===== src/rtl/stream_wrr_scheduler.sv =====
// Weighted round-robin stream scheduler: grants one valid input for a burst of up to weight beats.
// Define STREAM_WRR_SCHEDULER_IDX_OUT_EN to add the idx_o port carrying the granted index.
module stream_wrr_scheduler #(
   parameter int unsigned NumInp      = 4,
   parameter type         payload_t   = logic,
   parameter int unsigned WeightWidth = 4
) (
   input  logic                          clk_i,
   input  logic                          rst_i,
   input  logic [NumInp*WeightWidth-1:0] weight_i,
   input  payload_t                      inp_data_i [NumInp],
   input  logic [NumInp-1:0]             inp_valid_i,
   output logic [NumInp-1:0]             inp_ready_o,
   output payload_t                      oup_data_o,
   output logic                          oup_valid_o,
   input  logic                          oup_ready_i
`ifdef STREAM_WRR_SCHEDULER_IDX_OUT_EN
   ,
   output logic [$clog2(NumInp)-1:0]     idx_o
`endif
);

   localparam int unsigned IdxW = $clog2(NumInp);

   typedef enum logic [0:0] {StIdle, StGrant} state_e;

   state_e                 state_q, state_d;
   logic [IdxW-1:0]        ptr_q, ptr_d;
   logic [IdxW-1:0]        sel_q, sel_d;
   logic [WeightWidth-1:0] credit_q, credit_d;
   logic [IdxW-1:0]        pick;
   logic                   pick_found;
   logic [WeightWidth-1:0] pick_weight;
   logic [IdxW-1:0]        sel_inc;

   // First valid input scanning upward from ptr, wrapping at NumInp.
   always_comb begin : scan
      int unsigned     idx;
      logic [IdxW-1:0] cand;
      pick       = '0;
      pick_found = 1'b0;
      idx        = 0;
      cand       = '0;
      for (int unsigned k = 0; k < NumInp; k++) begin
         idx = 32'(ptr_q) + k;
         if (idx >= NumInp) begin
            idx = idx - NumInp;
         end
         cand = IdxW'(idx);
         if (!pick_found && inp_valid_i[cand]) begin
            pick_found = 1'b1;
            pick       = cand;
         end
      end
   end

   assign pick_weight = weight_i[32'(pick)*WeightWidth +: WeightWidth];
   assign sel_inc     = (sel_q == IdxW'(NumInp - 1)) ? '0 : sel_q + 1'b1;

   always_comb begin
      state_d     = state_q;
      ptr_d       = ptr_q;
      sel_d       = sel_q;
      credit_d    = credit_q;
      oup_valid_o = 1'b0;
      inp_ready_o = '0;
      unique case (state_q)
         StIdle: begin
            if (pick_found) begin
               sel_d    = pick;
               credit_d = (pick_weight == '0) ? WeightWidth'(1) : pick_weight;
               state_d  = StGrant;
            end
         end
         StGrant: begin
            oup_valid_o        = inp_valid_i[sel_q];
            inp_ready_o[sel_q] = oup_ready_i;
            if (!inp_valid_i[sel_q]) begin
               // Source drained: leftover credit is dropped.
               state_d  = StIdle;
               ptr_d    = sel_inc;
               credit_d = '0;
            end else if (oup_ready_i) begin
               credit_d = credit_q - WeightWidth'(1);
               if (credit_q == WeightWidth'(1)) begin
                  state_d = StIdle;
                  ptr_d   = sel_inc;
               end
            end
         end
         default: ;
      endcase
   end

   // sel resets to 0, so the idle output shows input 0 until the first grant.
   assign oup_data_o = inp_data_i[sel_q];

`ifdef STREAM_WRR_SCHEDULER_IDX_OUT_EN
   assign idx_o = (state_q == StGrant) ? sel_q : '0;
`endif

   always_ff @(posedge clk_i) begin
      if (rst_i) begin
         state_q  <= StIdle;
         ptr_q    <= '0;
         sel_q    <= '0;
         credit_q <= '0;
      end else begin
         state_q  <= state_d;
         ptr_q    <= ptr_d;
         sel_q    <= sel_d;
         credit_q <= credit_d;
      end
   end

endmodule


===== config.mk =====
export PLATFORM = sky130hd
export DESIGN_NAME = stream_wrr_scheduler
export DESIGN_NICKNAME = d
export VERILOG_FILES = /design/src/rtl/stream_wrr_scheduler.sv
export SDC_FILE = /design/constraint.sdc
export NUM_CORES = 1
export LEC_CHECK = 0
export ABC_AREA = 0
export ABC_CLOCK_PERIOD_IN_PS = 1900
export CAP_MARGIN = 20
export CELL_PAD_IN_SITES_DETAIL_PLACEMENT = 0
export CELL_PAD_IN_SITES_GLOBAL_PLACEMENT = 1
export CORE_MARGIN = 2
export CORE_UTILIZATION = 28
export CTS_BUF_LIST = sky130_fd_sc_hd__clkbuf_4 sky130_fd_sc_hd__clkbuf_8 sky130_fd_sc_hd__clkbuf_16
export DETAILED_ROUTE_END_ITERATION = 7
export PLACE_DENSITY = 0.85
export SLEW_MARGIN = 25
export SYNTH_ARGS = -nofsm -noshare
export SYNTH_HDL_FRONTEND = slang
export SYNTH_SLANG_ARGS = --single-unit

===== constraint.sdc =====
create_clock -name clk_i -period 1.9 [get_ports clk_i]
set_input_delay 0.38 -clock clk_i [delete_from_list [all_inputs] [get_ports clk_i]]
set_output_delay 0.38 -clock clk_i [all_outputs]
set_load 0.005 [all_outputs]

-- Yosys cells after proc, flatten, opt, wreduce, memory -nomap -nowiden
Index checks and enable logic that the tools add are counted.
- logic and storage cells: 88
- register bits after elaboration: 9
- output and inout port bits: 6
- bitwise logic cells: 3
- eq/ne operators: 6
- shift-type cells: 1
- $add $sub $neg: 9
- $lt $le $gt $ge: 11
- reduce and logical (&&, ||, !) cells: 11
- muxes and demuxes: 43
- operators by type and width (kind ; count):
    two-way mux 2 bit ; 12
    two-way mux 4 bit ; 5
    two-way mux 1 bit ; 17
    variable part select 16 x 5 -> 4 bit ; 1
    less-than comparator 2 x 3 -> 1 bit, second input constant ; 5
    binary-select mux 1 bit (select 2 bit) ; 6
    >= comparator 3 bit, second input constant ; 4
    one-hot mux 4 bit (2 select lines) ; 1
    subtractor 2 x 1 -> 2 bit, second input constant ; 4
    adder 2 x 2 -> 3 bit, second input constant ; 2
    AND 4 bit ; 1
    equality test 4 x 1 -> 1 bit, second input constant ; 1
    logical AND 1 bit ; 4
    zero test 4 bit ; 1
    != test 2 bit, second input constant ; 2
    AND reduction 2 bit ; 2
    subtractor 4 x 1 -> 4 bit, second input constant ; 1
    adder 2 x 1 -> 3 bit, second input constant ; 1
    >= comparator 2 x 3 -> 1 bit, second input constant ; 1
    zero test 1 bit ; 3
    != test 3 bit, second input constant ; 1
    inverter 2 -> 3 bit ; 1
    AND reduction 3 bit ; 1
    adder 2 x 1 -> 2 bit, second input constant ; 1
    other kinds (6) ; 6

-- Depth between registers and ports, before layout
- word-level depth: 19
- gate-level depth with buffers: 8

-- Worst setup path before layout
No wires, ideal clock.
- path type: reg-to-reg
- from: register ptr_q[1]
- to: register credit_q[1]
- path slack: 0.004 ns
- data required time: 1.821 ns
- arrival time: 1.817 ns
- buffers on the path: 0
- cell stages (with the launch flop): 7
- clock period less this slack: 1.896 ns
- cells stage by stage: dfxtp_1 > mux2i_1 > nor2_1 > a311oi_2 > mux2_2 > o221a_1 > a211oi_2
- longest elaborated chain between the ends: 19
- elaborated cells on any way between the ends: 44
- classes of those cells: 7 x add/sub; 4 x order compare; 1 x eq/ne; 1 x shift; 23 x mux; 8 x reduce/logical
- ends and longest elaborated chain (what ; RTL line ; source):
    start: declaration ; 28 ; logic [IdxW-1:0] ptr_q, ptr_d;
    start signal: assignment ; 110 ; ptr_q <= ptr_d;
    branches (longest 19 deep; another with adder 2 x 1 -> 3 bit) ; - ;
    end signal: assignment ; 112 ; credit_q <= credit_d;
    end: declaration ; 30 ; logic [WeightWidth-1:0] credit_q, credit_d;
Parallel ways; which one is timed is not known. The select of a mux whose other input is x is not followed.
A chain may end at the register's enable or synchronous reset.

-- Worst setup path in the final report
- from: input inp_data_i[1] (netlist bit)
- to: output oup_data_o
- longest elaborated chain between the ends: 3
- ends and longest elaborated chain (what ; RTL line ; source):
    start: declaration ; 11 ; input payload_t inp_data_i [NumInp],
    binary-select mux 1 bit (select 2 bit) ; 96 ; assign oup_data_o = inp_data_i[sel_q];
    two-way mux 1 bit (implied by the code) (2 in series) ; 96 ;
    end: declaration ; 14 ; output payload_t oup_data_o,
Every way passes these cells. The select of a mux whose other input is x is not followed.

==> results by group <==
Run status
  – Outcome: finished, final reports clean

Synth
  – Distinct cell type count after synthesis: 38
  – Synth area leaders: dfxtp_1 21%, mux2i_1 14%, ha_1 8.9%
  – Most used standard cell by instance count after synthesis: mux2i_1
  – Cell taking the most area after synthesis: dfxtp_1
  – Synthesis-stage register bit count: 9
  – Mapped Nets: ~120
  – Syn_area_per_cell: roughly 9.2 sq um
  – Share of the synthesized area in the top cell type: between 20 and 25%
  – Async SR Flop Fraction: 0%
  – Synth Cell Area: about 840 sq um
  – Number of enable flip-flop cells after synthesis: 0
  – Synth warnings: 0
  – Top cells by instance count after synthesis: 12 x mux2i_1, 11 x nor2_1, 9 x dfxtp_1, 8 x inv_1, 6 x ha_1
  – Synthesized netlist cell count: 91
  – Main synth FF type: dfxtp_1
  – Seq/Total Area, Yosys: 21.4%

Cells and area
  – Final net count: roughly 180
  – Multi-input logic area: 632 sq um
  – Non-Filler Instances: around 180
  – Final core occ: 49.8%
  – Area delta synth->final: 66.1%
  – Fill cells: 274
  – Reg area: ~190 sq um
  – Layout cells sized above 1: between 30% and 40%
  – Antenna Cells: 0

Timing
  – Fin. max-slew vios: 0
  – Worst slew pin tran: 0.382 ns
  – Fin crit period: 1.85 ns
  – Final worst-path cycle share: 97.3%
  – FMAX: between 500 and 600 MHz
  – Worst Clk Skew: roughly 0.0019 ns
  – Max-slew headroom: 74.4%
  – RSZ-0062 raised after global routing: true
  – Final Hold Vio Count: 0
  – Setup violations, final: 0

Min path
  – Worst hold path class: register to register
  – Worst hold stages: 2
  – WHS Endpoint: credit_q[2]$_SDFFE_PP0P_
  – Hold path start: credit_q[2]$_SDFFE_PP0P_

Clocking
  – Worst-Skew Late Latency: between 0.2 and 0.3 ns
  – CTS tree: built
  – Clock-pin transition on the worst setup and hold timing paths: 0.06 ns
  – H-tree levels: 1
  – CTS root buf: clkbuf_4
  – # hold bufs at CTS: 0
  – CTS sink cnt: 9
  – Max clock buf depth: 2
  – TritonCTS buffer count: 3

Route
  – Remaining routing DRC violations: 0
  – Detailed Route Iter0 Violations: 13
  – Wire per inst: between 10 and 15 um
  – Vias: 862
  – Final WL: between 2 and 2.5 mm
  – Routed Antenna Nets: 0
  – Vias per Instance: 4.93
  – Drt first pass iters: 4

Placed design
  – Placed cells: ~170
  – Post-DP HPWL: approximately 1.8 mm
  – Port bufs: 32
  – Final RePlAce weighted congestion: ~0.75

Critical path
  – R2R setup slack: around 0.06 ns
  – Data required, critical path: between 1.5 and 2 ns
  – CP Launch Type: primary input
  – Critical path class: primary input to primary output
  – R2R depth: 7
  – Critical R2R Launch: ptr_q[1]$_SDFFE_PP0P_
  – Largest fanout on the critical path: 1
  – RR Endpoint: credit_q[1]$_SDFFE_PP0P_
  – Endpoint class of the critical path: primary output
  – Crit path arrival time: roughly 1.5 ns

Power
  – Peak supply drop: between 0.0004 and 0.0005 V
  – Power share of the combinational group: between 40% and 50%
  – Sw Share: a little under a third
  – Clk pwr share: between 20% and 30%
  – Design internal power: 514 uW
  – Sw Pwr: around 240 uW
  – Flop pwr share: 31.8%
  – Tot Pwr: 749 uW
  – Power Density: 537 mW/mm^2
  – Leakage: roughly 0.6 nW

Floorplanning
  – Initial core utilization: 30.0%
  – Core Box Area: roughly 0.0028 sq mm
  – Die area: approximately 0.0035 sq mm
  – I/O Pins: 33
  – DIE WIDTH: approximately 59 um
  – Row count: 19
  – Die height: approximately 59 um

Global route
  – Number of global-route vias before repair: around 930
  – GR Overflow Total: 0
  – Antenna violations before repair: 0
  – Gr usage total: ~14%
  – Largest net degree at the start of global routing: 12
  – First-pass GRT wire length: between 3 and 4 mm

Job
  – Max_cap viols: 0
## power groups by stage
| stage | clock network (mW) | registers, mW | logic [mW] |
|---|---|---|---|
| global placement | 0 | 0.240 | 0.318 |
| global route | 0.179 | 0.242 | 0.383 |
| floorplan | 0 | 0.235 | 0.187 |
| CTS | 0.166 | 0.239 | 0.328 |
| detailed placement | 0 | 0.240 | 0.325 |
| finish | 0.163 | 0.238 | 0.349 |
## layout make-up
cell class | instances | share of cell area (%)
clock buffers | 4 | 2.15
multi-input cells | 71 | 45.3
repair buffers | 52 | 34.1
flip-flops and latches | 9 | 13.6
well taps | 31 | 2.78
inverters | 8 | 2.15
## registers in the layout, summed over array words and instances, names as in the netlist
name      flops
state_q       1
sel_q         2
ptr_q         2
credit_q      4
## metal layers
layer	wire length [um]	vias to the layer above	track usage, %
met5	0	-	0
met4	0	0	0.974
met3	93	0	4.18
met2	1220	18	27.3
met1	868	398	15.5
li1	-	446	-
## kinds of logic after synthesis
kind of cell               count (synthesis)  share of synthesized area, %
and+or+nand+nor                           29                          18.6
AOI/OAI and AO/OA                         18                          19.0
muxes                                     17                          24.1
buffers and inverters                     11                          6.84
DFF                                        9                          21.4
adders and majority gates                  6                          8.93
xor gates and xnor gates                   1                          1.04
## metrics by stage
stage	setup TNS, ns	hold slack, ns	instance area (sq um)	worst slack [ns]
finish	0	0.528	1400	0.0517
global route	-0.0920	0.568	1400	-0.0331
CTS	0	0.534	1360	0.00587
detailed placement	-3.77	0.524	1310	-0.561
global placement	-3.31	0.521	1310	-0.468
floorplan	0	0.484	841	0.00350
## repair_timing
action,4_1_cts,5_1_grt
setup endpoints to repair,11,6
setup buffers,2,0
gates resized for setup,23,12
pin swaps,4,3
## critical path: stages
cell and delay, ns:
clkdlybuf4s50_1 0.40, mux4_2 0.46, clkdlybuf4s15_1 0.22
## cell usage in the layout (no fill, tap or decap), types with 2 or more instances in the layout
cell type	n
nor3_1	3
clkdlybuf4s15_1	4
o21ai_0	2
clkdlybuf4s50_1	21
dfxtp_4	2
clkbuf_4	4
mux4_2	2
and3_1	4
mux2i_1	12
inv_1	8
ha_1	6
nor2_2	2
nor2_1	10
mux2_4	2
buf_4	18
a21oi_1	3
dlygate4sd2_1	5
dfxtp_2	2
buf_6	2
dfxtp_1	5
nor3_2	2
## how the worst max path moves through the flow
stage                                from                       end  slack, ns  depth (start not counted)
floorplan           ptr_q[1]$_SDFFE_PP0P_  credit_q[1]$_SDFFE_PP0P_      0.004                          6
global placement           inp_valid_i[0]  credit_q[0]$_SDFFE_PP0P_      -0.47                          8
detailed placement         inp_valid_i[0]  credit_q[0]$_SDFFE_PP0P_      -0.56                          9
CTS                 sel_q[0]$_SDFFE_PP0P_               oup_valid_o      0.006                          4
global route        ptr_q[1]$_SDFFE_PP0P_  credit_q[1]$_SDFFE_PP0P_      -0.03                          7
finish                      inp_data_i[1]                oup_data_o       0.05                          3
(Power assumes the default switching activity.)
